File: src/rtl/regfile_read_arbiter_pkg.sv
// -----------------------------------------------------------------------------
// regarb_pkg
//   Shared constants and types for the register-file read-port arbiter.
//   DATA_W / ADDR_W    : register width and register index width
//   MAX_REQ / MAX_ID_W : upper bound on requesters and the ID width that holds it
//   XZR_IDX            : index of the zero register (used when REGARB_XZR_EN is set)
//   rd_req_t           : captured read request (address + owning requester ID)
//   s1_state_t         : occupancy state of the first pipeline stage
// -----------------------------------------------------------------------------
package regarb_pkg;

    localparam int DATA_W   = 64;
    localparam int ADDR_W   = 5;
    localparam int MAX_REQ  = 8;
    localparam int MAX_ID_W = 3;

    localparam logic [ADDR_W-1:0] XZR_IDX = 5'd31;

    // The ID field is sized for the largest legal requester count so one type
    // serves every NUM_REQ; narrower instances use the low ID_W bits.
    typedef struct packed {
        logic [ADDR_W-1:0]   addr;
        logic [MAX_ID_W-1:0] id;
    } rd_req_t;

    typedef enum logic {
        S1_EMPTY = 1'b0,
        S1_FULL  = 1'b1
    } s1_state_t;

    function automatic logic is_xzr(input logic [ADDR_W-1:0] addr);
        return addr == XZR_IDX;
    endfunction

endpackage

File: src/rtl/regfile_read_arbiter_if.sv
// -----------------------------------------------------------------------------
// regfile_read_arbiter_if
//   Bundles the requester handshake, the register-file select/data pair and the
//   tagged response of the read-port arbiter.
//   slave  modport : the arbiter (inputs req_valid/req_addr/stall/flush/rf_data,
//                    outputs req_ready/rf_sel/rsp_valid/rsp_id/rsp_data/s1_state)
//   master modport : requesters, register file and observers (mirror image)
//
//   Handshake: requester k raises req_valid[k] with req_addr slice k; the read is
//   accepted in any cycle where req_valid[k] && req_ready[k]. While valid is high
//   and ready is low the address must stay stable; valid may drop without effect.
//   Responses are single-cycle rsp_valid pulses with no back-pressure.
// -----------------------------------------------------------------------------
interface regfile_read_arbiter_if #(
    parameter int NUM_REQ = 4
);
    import regarb_pkg::*;

    localparam int ID_W = $clog2(NUM_REQ);

    logic [NUM_REQ-1:0]        req_valid;
    logic [NUM_REQ*ADDR_W-1:0] req_addr;
    logic [NUM_REQ-1:0]        req_ready;
    logic                      stall;
    logic                      flush;
    logic [ADDR_W-1:0]         rf_sel;
    logic [DATA_W-1:0]         rf_data;
    logic                      rsp_valid;
    logic [ID_W-1:0]           rsp_id;
    logic [DATA_W-1:0]         rsp_data;
    s1_state_t                 s1_state;   // debug view of stage-1 occupancy

    modport slave (
        input  req_valid, req_addr, stall, flush, rf_data,
        output req_ready, rf_sel, rsp_valid, rsp_id, rsp_data, s1_state
    );

    modport master (
        output req_valid, req_addr, stall, flush, rf_data,
        input  req_ready, rf_sel, rsp_valid, rsp_id, rsp_data, s1_state
    );

endinterface

File: src/rtl/regfile_read_arbiter_rr_arbiter.sv
// -----------------------------------------------------------------------------
// rr_arbiter
//   Combinational round-robin pick. Searches req_i starting at ptr_i and wrapping
//   modulo NUM_REQ; the first requester found wins. No state: the pointer register
//   lives in the parent.
//   req_i     : request vector
//   ptr_i     : highest-priority requester this cycle (0..NUM_REQ-1)
//   en_i      : grant enable; when low no grant is issued
//   gnt_o     : one-hot grant (all zero when nothing granted)
//   gnt_idx_o : index of the granted requester (0 when nothing granted)
// -----------------------------------------------------------------------------
module rr_arbiter #(
    parameter  int NUM_REQ = 4,
    localparam int ID_W    = $clog2(NUM_REQ)
) (
    input  logic [NUM_REQ-1:0] req_i,
    input  logic [ID_W-1:0]    ptr_i,
    input  logic               en_i,
    output logic [NUM_REQ-1:0] gnt_o,
    output logic [ID_W-1:0]    gnt_idx_o
);

    logic [ID_W:0]   sum;
    logic [ID_W-1:0] cand;
    logic            found;

    always_comb begin
        gnt_o     = '0;
        gnt_idx_o = '0;
        found     = 1'b0;
        sum       = '0;
        cand      = '0;
        for (int i = 0; i < NUM_REQ; i++) begin
            // One extra bit so ptr + i cannot overflow before the modulo fold.
            sum  = {1'b0, ptr_i} + (ID_W+1)'(i);
            cand = (sum >= (ID_W+1)'(NUM_REQ)) ? ID_W'(sum - (ID_W+1)'(NUM_REQ))
                                               : ID_W'(sum);
            if (en_i && !found && req_i[cand]) begin
                gnt_o[cand] = 1'b1;
                gnt_idx_o   = cand;
                found       = 1'b1;
            end
        end
    end

endmodule

File: src/rtl/regfile_read_arbiter.sv
// -----------------------------------------------------------------------------
// regfile_read_arbiter
//   Shares the single register-file read port between NUM_REQ requesters.
//   Round-robin grant, one accept per cycle, fixed 2-cycle pipelined response
//   tagged with the requester ID.
//   clk   : rising-edge clock
//   reset : asynchronous, active-high
//   bus   : regfile_read_arbiter_if.slave (requests, grant, stall/flush,
//           rf_sel/rf_data, response, stage-1 debug state)
//
//   Pipeline: accept in cycle N -> stage 1 drives rf_sel in N+1 -> response
//   registered at the end of N+1 -> rsp_valid high in cycle N+2 only.
//   stall blocks grants only; flush blocks grants and kills both stages.
//
//   Build option REGARB_XZR_EN: register 31 reads as zero (rf_sel still 31,
//   latency unchanged). Without it all addresses return rf_data.
// -----------------------------------------------------------------------------
module regfile_read_arbiter
    import regarb_pkg::*;
#(
    parameter int NUM_REQ = 4
) (
    input logic                    clk,
    input logic                    reset,
    regfile_read_arbiter_if.slave  bus
);

    localparam int ID_W = $clog2(NUM_REQ);

    logic [ID_W-1:0]    rr_ptr_q, rr_ptr_d;
    s1_state_t          s1_state_q, s1_state_d;
    rd_req_t            s1_q, s1_d;
    logic               rsp_valid_q, rsp_valid_d;
    logic [ID_W-1:0]    rsp_id_q, rsp_id_d;
    logic [DATA_W-1:0]  rsp_data_q, rsp_data_d;

    logic [NUM_REQ-1:0] gnt;
    logic [ID_W-1:0]    gnt_idx;
    logic [ADDR_W-1:0]  gnt_addr;
    logic               grant_en;
    logic               accept;
    logic               s1_v;

    // flush wins over stall; either one suppresses new grants.
    assign grant_en = !bus.stall && !bus.flush;

    rr_arbiter #(
        .NUM_REQ (NUM_REQ)
    ) u_rr_arbiter (
        .req_i     (bus.req_valid),
        .ptr_i     (rr_ptr_q),
        .en_i      (grant_en),
        .gnt_o     (gnt),
        .gnt_idx_o (gnt_idx)
    );

    // The arbiter only grants a valid requester, so any grant bit is an accept.
    assign accept        = |gnt;
    assign bus.req_ready = gnt;

    always_comb begin
        gnt_addr = '0;
        for (int k = 0; k < NUM_REQ; k++) begin
            if (gnt[k]) begin
                gnt_addr = bus.req_addr[k*ADDR_W +: ADDR_W];
            end
        end
    end

    // Pointer moves just past the winner; held when nothing is accepted.
    always_comb begin
        rr_ptr_d = rr_ptr_q;
        if (accept) begin
            rr_ptr_d = (gnt_idx == ID_W'(NUM_REQ - 1)) ? '0 : gnt_idx + ID_W'(1);
        end
    end

    // Stage 1: EMPTY/FULL purely follows whether this cycle accepted. The captured
    // address is kept when idle so rf_sel does not toggle.
    always_comb begin
        s1_state_d = s1_state_q;
        s1_d       = s1_q;
        case (s1_state_q)
            S1_EMPTY: s1_state_d = accept ? S1_FULL : S1_EMPTY;
            S1_FULL:  s1_state_d = accept ? S1_FULL : S1_EMPTY;
            default:  s1_state_d = S1_EMPTY;
        endcase
        if (bus.flush) begin
            s1_state_d = S1_EMPTY;
        end
        if (accept) begin
            s1_d.addr = gnt_addr;
            s1_d.id   = MAX_ID_W'(gnt_idx);
        end
    end

    assign s1_v = (s1_state_q == S1_FULL);

    // Stage 2: capture the register value selected by stage 1.
    always_comb begin
        rsp_valid_d = s1_v && !bus.flush;
        rsp_id_d    = rsp_id_q;
        rsp_data_d  = rsp_data_q;
        if (s1_v) begin
            rsp_id_d = ID_W'(s1_q.id);
`ifdef REGARB_XZR_EN
            rsp_data_d = is_xzr(s1_q.addr) ? '0 : bus.rf_data;
`else
            rsp_data_d = bus.rf_data;
`endif
        end
    end

    always_ff @(posedge clk or posedge reset) begin
        if (reset) begin
            rr_ptr_q    <= '0;
            s1_state_q  <= S1_EMPTY;
            s1_q        <= '0;
            rsp_valid_q <= 1'b0;
            rsp_id_q    <= '0;
            rsp_data_q  <= '0;
        end else begin
            rr_ptr_q    <= rr_ptr_d;
            s1_state_q  <= s1_state_d;
            s1_q        <= s1_d;
            rsp_valid_q <= rsp_valid_d;
            rsp_id_q    <= rsp_id_d;
            rsp_data_q  <= rsp_data_d;
        end
    end

    assign bus.rf_sel    = s1_q.addr;
    assign bus.rsp_valid = rsp_valid_q;
    assign bus.rsp_id    = rsp_id_q;
    assign bus.rsp_data  = rsp_data_q;
    assign bus.s1_state  = s1_state_q;

endmodule

File: src/flat_wrapper.sv
// flat-port wrapper written by rule: the top's interface ports become plain ports
module regfile_read_arbiter_flat import regarb_pkg::*;
#(
    parameter int NUM_REQ = 4
)
  (clk, reset, bus_req_valid, bus_req_addr, bus_stall, bus_flush, bus_rf_data, bus_req_ready, bus_rf_sel, bus_rsp_valid, bus_rsp_id, bus_rsp_data, bus_s1_state);
  regfile_read_arbiter_if #(.NUM_REQ(NUM_REQ)) bus_i ();
  input logic clk;
  input logic reset;
  input wire logic [$bits(bus_i.req_valid)-1:0] bus_req_valid;
  input wire logic [$bits(bus_i.req_addr)-1:0] bus_req_addr;
  input wire logic [$bits(bus_i.stall)-1:0] bus_stall;
  input wire logic [$bits(bus_i.flush)-1:0] bus_flush;
  input wire logic [$bits(bus_i.rf_data)-1:0] bus_rf_data;
  output wire logic [$bits(bus_i.req_ready)-1:0] bus_req_ready;
  output wire logic [$bits(bus_i.rf_sel)-1:0] bus_rf_sel;
  output wire logic [$bits(bus_i.rsp_valid)-1:0] bus_rsp_valid;
  output wire logic [$bits(bus_i.rsp_id)-1:0] bus_rsp_id;
  output wire logic [$bits(bus_i.rsp_data)-1:0] bus_rsp_data;
  output wire logic [$bits(bus_i.s1_state)-1:0] bus_s1_state;
  assign bus_i.req_valid = bus_req_valid;
  assign bus_i.req_addr = bus_req_addr;
  assign bus_i.stall = bus_stall;
  assign bus_i.flush = bus_flush;
  assign bus_i.rf_data = bus_rf_data;
  assign bus_req_ready = bus_i.req_ready;
  assign bus_rf_sel = bus_i.rf_sel;
  assign bus_rsp_valid = bus_i.rsp_valid;
  assign bus_rsp_id = bus_i.rsp_id;
  assign bus_rsp_data = bus_i.rsp_data;
  assign bus_s1_state = bus_i.s1_state;
  regfile_read_arbiter #(.NUM_REQ(NUM_REQ)) u_core (.clk(clk), .reset(reset), .bus(bus_i));
endmodule
File: config.mk
export PLATFORM = sky130hd
export DESIGN_NAME = regfile_read_arbiter_flat
export DESIGN_NICKNAME = d
export VERILOG_FILES = /design/src/rtl/regfile_read_arbiter_pkg.sv /design/src/rtl/regfile_read_arbiter_if.sv /design/src/rtl/regfile_read_arbiter_rr_arbiter.sv /design/src/rtl/regfile_read_arbiter.sv /design/src/flat_wrapper.sv
export SDC_FILE = /design/constraint.sdc
export NUM_CORES = 1
export LEC_CHECK = 0
export CORE_MARGIN = 8
export CORE_UTILIZATION = 30
export CTS_CLUSTER_DIAMETER = 80
export DETAILED_ROUTE_END_ITERATION = 10
export PLACE_DENSITY = 0.6
export SYNTH_ARGS = -nofsm -noshare
export SYNTH_HDL_FRONTEND = slang
export SYNTH_SLANG_ARGS = --single-unit
File: constraint.sdc
create_clock -name clk -period 3.9 [get_ports clk]
set_input_delay 0.78 -clock clk [delete_from_list [all_inputs] [get_ports clk]]
set_output_delay 0.78 -clock clk [all_outputs]
set_load 0.05 [all_outputs]
# == Yosys cells after proc, flatten, opt, wreduce, memory -nomap -nowiden ==
# Index checks and enable logic that the tools add are counted.
# word_totals
register_bits,77
word_cells,88
ram_bits,0
out_inout_bits,77
n_memories,0
latch_bits,0
mem_bits_ro,0
# op_classes
magnitude_cmp,12
add_sub_neg,8
n_bitwise,3
mux,38
n_div,0
n_reduce_logical,19
mul,0
n_eq_ne,1
n_shift,0
# op_table
op,n
$mux W5,4
$mux W2,9
$mux W4,4
$logic_and A1 B1 Y1,13
$mux W1,13
$lt A2 B3 Y1 const B,4
$or A4 B4 Y4,3
$ge A3 B3 Y1 const B,3
$bmux W1 S2,4
$demux W1 S2,4
$ge A2 B1 Y1 const B,4
$sub A2 B1 Y2 const B,4
$add A2 B2 Y3 const B,2
$logic_not A1 Y1,5
$reduce_or A4 Y1,1
$add A2 B1 Y3 const B,1
$ge A2 B3 Y1 const B,1
$add A2 B1 Y2 const B,1
$eq A2 B2 Y1 const B,1

# == Longest topological paths before layout ==
# Gate-level depths: netlist (run 1).
# logic_depth
word_depth,22
depth_mapped,11

# == Cells and area by module ==
# From an unflattened synthesis (run 1), not the netlist that was laid out.
# unflattened
hier_cells,273
hier_area_um2,3647.2
# by_module_without_submodules
mod,seq_area_each_um2,area_each_um2,n_inst,cells_per_inst
regfile_read_arbiter,1926.8,3091.7,1,201
rr_arbiter,0.0,555.5,1,72

# == Least setup slack after synthesis (run 1) ==
# Ideal clock, no wire load.
# synth_timing
path_kind,flip-flop to output port
startpoint,reg (tool-made name)
endpoint,out bus_req_ready[1]
arrival_time_ns,2.773
stages_incl_launch_ff,8
path_slack_ns,0.347
required_time_ns,3.120
cell_sequence,dfrtp_1 -> buf_6 -> inv_1 -> ha_1 -> mux4_2 -> nor4b_4 -> a221o_1 -> clkbuf_1
# synth_rtl
item,line,text
to (decl),flat_wrapper.sv:15,output wire logic [$bits(bus_i.req_ready)-1:0] bus_req_ready;

# == Worst setup path in the final report (run 1) ==
# layout_timing
startpoint,in bus_req_valid[2]
endpoint,out bus_req_ready[3]
# layout_between
elab_chain_cells,16
# layout_rtl
item,line,text
from (decl),flat_wrapper.sv:10,input wire logic [$bits(bus_i.req_valid)-1:0] bus_req_valid;
$bmux W1 S2,regfile_read_arbiter_rr_arbiter.sv:38,if (en_i && !found && req_i[cand]) begin
$mux W1 (implied by the code),regfile_read_arbiter_rr_arbiter.sv:38,
$logic_and A1 B1 Y1,regfile_read_arbiter_rr_arbiter.sv:38,
$mux W1,regfile_read_arbiter_rr_arbiter.sv:38,
$logic_not A1 Y1,regfile_read_arbiter_rr_arbiter.sv:38,
$logic_and A1 B1 Y1 (2 in a row),regfile_read_arbiter_rr_arbiter.sv:38,
$mux W1,regfile_read_arbiter_rr_arbiter.sv:38,
$logic_not A1 Y1,regfile_read_arbiter_rr_arbiter.sv:38,
$logic_and A1 B1 Y1 (2 in a row),regfile_read_arbiter_rr_arbiter.sv:38,
$mux W1,regfile_read_arbiter_rr_arbiter.sv:38,
$logic_not A1 Y1,regfile_read_arbiter_rr_arbiter.sv:38,
$logic_and A1 B1 Y1 (2 in a row),regfile_read_arbiter_rr_arbiter.sv:38,
$mux W4 (*),regfile_read_arbiter_rr_arbiter.sv:38,
# Every way passes the cells marked *; elsewhere a longest branch is shown, timed or not. The select of a mux whose other input is x is not followed.

==> flow_summary.ini, run 1 <==
[logic_synthesis]
synth_area_leaders = dfrtp_1, mux2_2, mux4_2
ys_seq_area_share_pct = 55.52
synth_warnings = 0
synth_cell_type_count = 39
synth_top_cell_area_share_pct = 55.52
synth_fa_ha_area_share_pct = 2.163
avgSynthCellArea_um2 = 14.17
synth_area_leader_cell = dfrtp_1
synth_mux_area_share_pct = 25.34
syn-instance-count = 245
synthesis.nets = 343
synth_xor_area_share_pct = 0.2523
ys_ff_latch = 77
synthSimpleGateAreaFrac_pct = 5.624
syn_area_um2 = 3471
synth_top_family_by_area = multiplexers
synth-compound-area-share_pct = 7.823

[floorplan]
initial_core_util_pct = 30.53
die-width_um = 123.6
pin_count = 169
die_area_um2 = 15270
die_y_um = 123.6
fp-row-count = 39
core_um2 = 11370

[global_route]
use_met2_pct = 20.01
top_usage_layer = met2
grt_use_total_pct = 12.48
grt_remaining_overflow = 0
grt_pass1_wl_mm = 14.88
grt_max_degree = 68
grt_pass1_vias = 2791
antenna_found_initial = 0
met1_usage_pct = 14.71
met3_usage_pct = 5.571

[sta]
slew-limit-headroom_pct = 40.68
clock-skew-final_ns = 0.004411
layout_setup_ws_ns = 0.2267
layout_min_cycle_time_ns = 3.673
holdWs_ns = 0.5025
fin_setup_tns_ns = 0
worst_pin_slew_ns = 0.8899
final-max-slew-violation-count = 0
fin_crit_sh_pct = 94.19
clock.fmax_ghz = 0.2722
finalHoldViolCount = 0
setup_viol = 0
rsz0062_at_grt = no

[clocking]
cts-hold-fix-buffers = 0
clk_latency_ns = 0.32
path_clk_slew_ns = 0.06
cts_tree = built
clockBufferDepth = 2
numCtsBuffers = 9
clock_sinks = 77
cts_resized = 0
htreeDepth = 3
clockRootBuffer = clkbuf_16
cts_setup_buffers = 0

[final_layout]
nets = 516
drive_gt1_share_pct = 26.24
antenna_cells = 0
area_growth_pct = 62.55

[setup_path]
start_kind = primary input
cp.required_ns = 3.12
critPathCaptureType = primary output
crit_arrival_ns = 2.89
crit_family = buffers and inverters
worst-setup-path-type = in -> out
max_stage_delay_ns = 0.63
critical_path.max_fanout = 8
path_cells = clkdlybuf4s50_1, mux4_2, nor4b_4, a221oi_2, inv_1, buf_12
path_buf_inv = 3
cp_slowest_cell = mux4_2

[route]
routed_via_density = 4.587
wire_per_inst_um = 16.98
route.detailed.drc = 0
postRouteAntennaNets = 0
num_vias = 2596
wl_mm = 9.611
first_iter_violations = 156
drt-pass1-iter-count = 4

[pwr]
combPwrFrac_pct = 61.6
powerDensity_nw_per_um2 = 1006
power_switching_share_pct = 47.11
ir_worst_vdd_v = 0.0005883
p_sw_mw = 2.673
intPower_mw = 3.001
clkPwrFrac_pct = 13.6
seq_power_share_pct = 24.8
p_leak_nw = 2.330

[placed_design]
gp_congestion = 0.7749
dp_slack_ns = 0.1959
port_buffers = 168
dp_hpwl_mm = 7.505

[worst_hold_path]
holdCritPathClass = reg -> reg

[job]
maxCapViolations = 0

[status]
status = completed
power groups by stage:
| stage | Combinational, mW | Clock [mW] | Sequential, mW |
|---|---|---|---|
| after CTS | 3.54 | 0.805 | 1.42 |
| after global placement | 3.51 | 0 | 1.41 |
| after floorplan | 1.12 | 0 | 2.68 |
| after global routing | 3.67 | 0.841 | 1.47 |
| final | 3.49 | 0.771 | 1.41 |
| after detailed placement | 3.53 | 0 | 1.43 |
layout make-up:
class | instances | area (um2)
Fill cell | 1059 | 5728
Sequential cell | 77 | 1928
Timing Repair Buffer | 178 | 1797
Multi-Input combinational cell | 145 | 1430
Clock buffer | 9 | 225.2
Tap cell | 143 | 178.9
Clock inverter | 7 | 55.05
Inverter | 7 | 27.53
metrics by stage:
stage	instances	cell area, um2	total power [mW]	utilization, %
after floorplan	245	3471	3.798	-
after global placement	550	5361	4.918	47.16
after detailed placement	550	5361	4.963	47.16
after CTS	566	5642	5.765	49.62
after global routing	566	5642	5.985	49.62
final	566	5642	5.675	49.62
state kept, by name (all words and copies together) (netlist names), named ones only:
| register | cells |
|---|---|
| u_core.rr_ptr_q | 1 |
| u_core.s1_q | 2 |
| u_core.bus.rf_sel | 5 |
| u_core.bus.rsp_data | 64 |
| u_core.bus.s1_state | 1 |
| u_core.bus.rsp_valid | 1 |
| u_core.bus.rsp_id | 2 |
placed cells by master, fill, tap and decap left out, types with 6 or more instances in the layout:
cell,Yosys,final
clkbuf_16,0,9
nor2_1,8,8
mux2_2,67,67
nor3b_1,6,6
clkdlybuf4s50_1,0,164
nand2_1,7,7
ha_1,6,6
buf_4,5,10
dfrtp_1,77,76
synth_stat cells (all sizes together):
cell,instances
a22oi,1
o22ai,1
and2,2
nor3,1
a221o,1
o21ai,3
a221oi,3
a32o,3
xor2,1
mux2,68
nor2,8
o221ai,5
a222oi,1
a22o,1
nor3b,7
nor4b,1
a21boi,1
a21oi,4
nand4b,1
mux2i,2
clkbuf,6
nand2b,1
inv,7
dfrtp,77
nor2b,2
a21o,5
mux4,4
ha,6
a31oi,5
buf,10
nand2,7
cells by family (layout without fill, tap and decap cells):
logic type,count (synthesis),count (layout)
XOR/XNOR,1,1
flip-flops,77,77
AND/OR/NAND/NOR,30,30
AO/OA/AOI/OAI,34,34
adder cells (fa/ha/maj),6,6
buffers and inverters,23,201
multiplexers,74,74
worst paths after layout:
kind | startpoint | end | slack [ns] | cells after the start
worst min register to register | u_core.bus.rsp_id[0]$_DFFE_PP0P_ | u_core.bus.rsp_id[0]$_DFFE_PP0P_ | 0.50 | 1
worst max-delay path | bus_req_valid[2] | bus_req_ready[3] | 0.23 | 6
min in group asynchronous | reset | u_core.bus.rsp_data[43]$_DFFE_PP0P_ | 0.81 | 2
worst max register to register | register | register | 0.98 | 9
max in group asynchronous | reset | u_core.bus.rf_sel[1]$_DFFE_PP0P_ | 2.44 | 3
worst min-delay path | u_core.bus.rsp_id[0]$_DFFE_PP0P_ | u_core.bus.rsp_id[0]$_DFFE_PP0P_ | 0.50 | 1
layer usage:
layer / part of all wire (%) / vias to the layer above / routed length [um]
met2: 49 / 99 / 4729
met1: 39 / 1250 / 3774
li1: - / 1240 / -
met3: 11 / 7 / 1018
met5: 0 / - / 0
met4: 0.91 / 0 / 87
(Power assumes the default switching activity.)
==> inputs of run 2 (changes only) <==
SLEW_MARGIN = 20   (was not set)
==> results of run 2 <==
No change in the layout: final DEF, timing and power equal those of run 1.
==> inputs of run 3 (changes only) <==
SKIP_LAST_GASP = 1   (was not set)
==> results of run 3 <==
No change in the layout: final DEF, timing and power equal those of run 1.
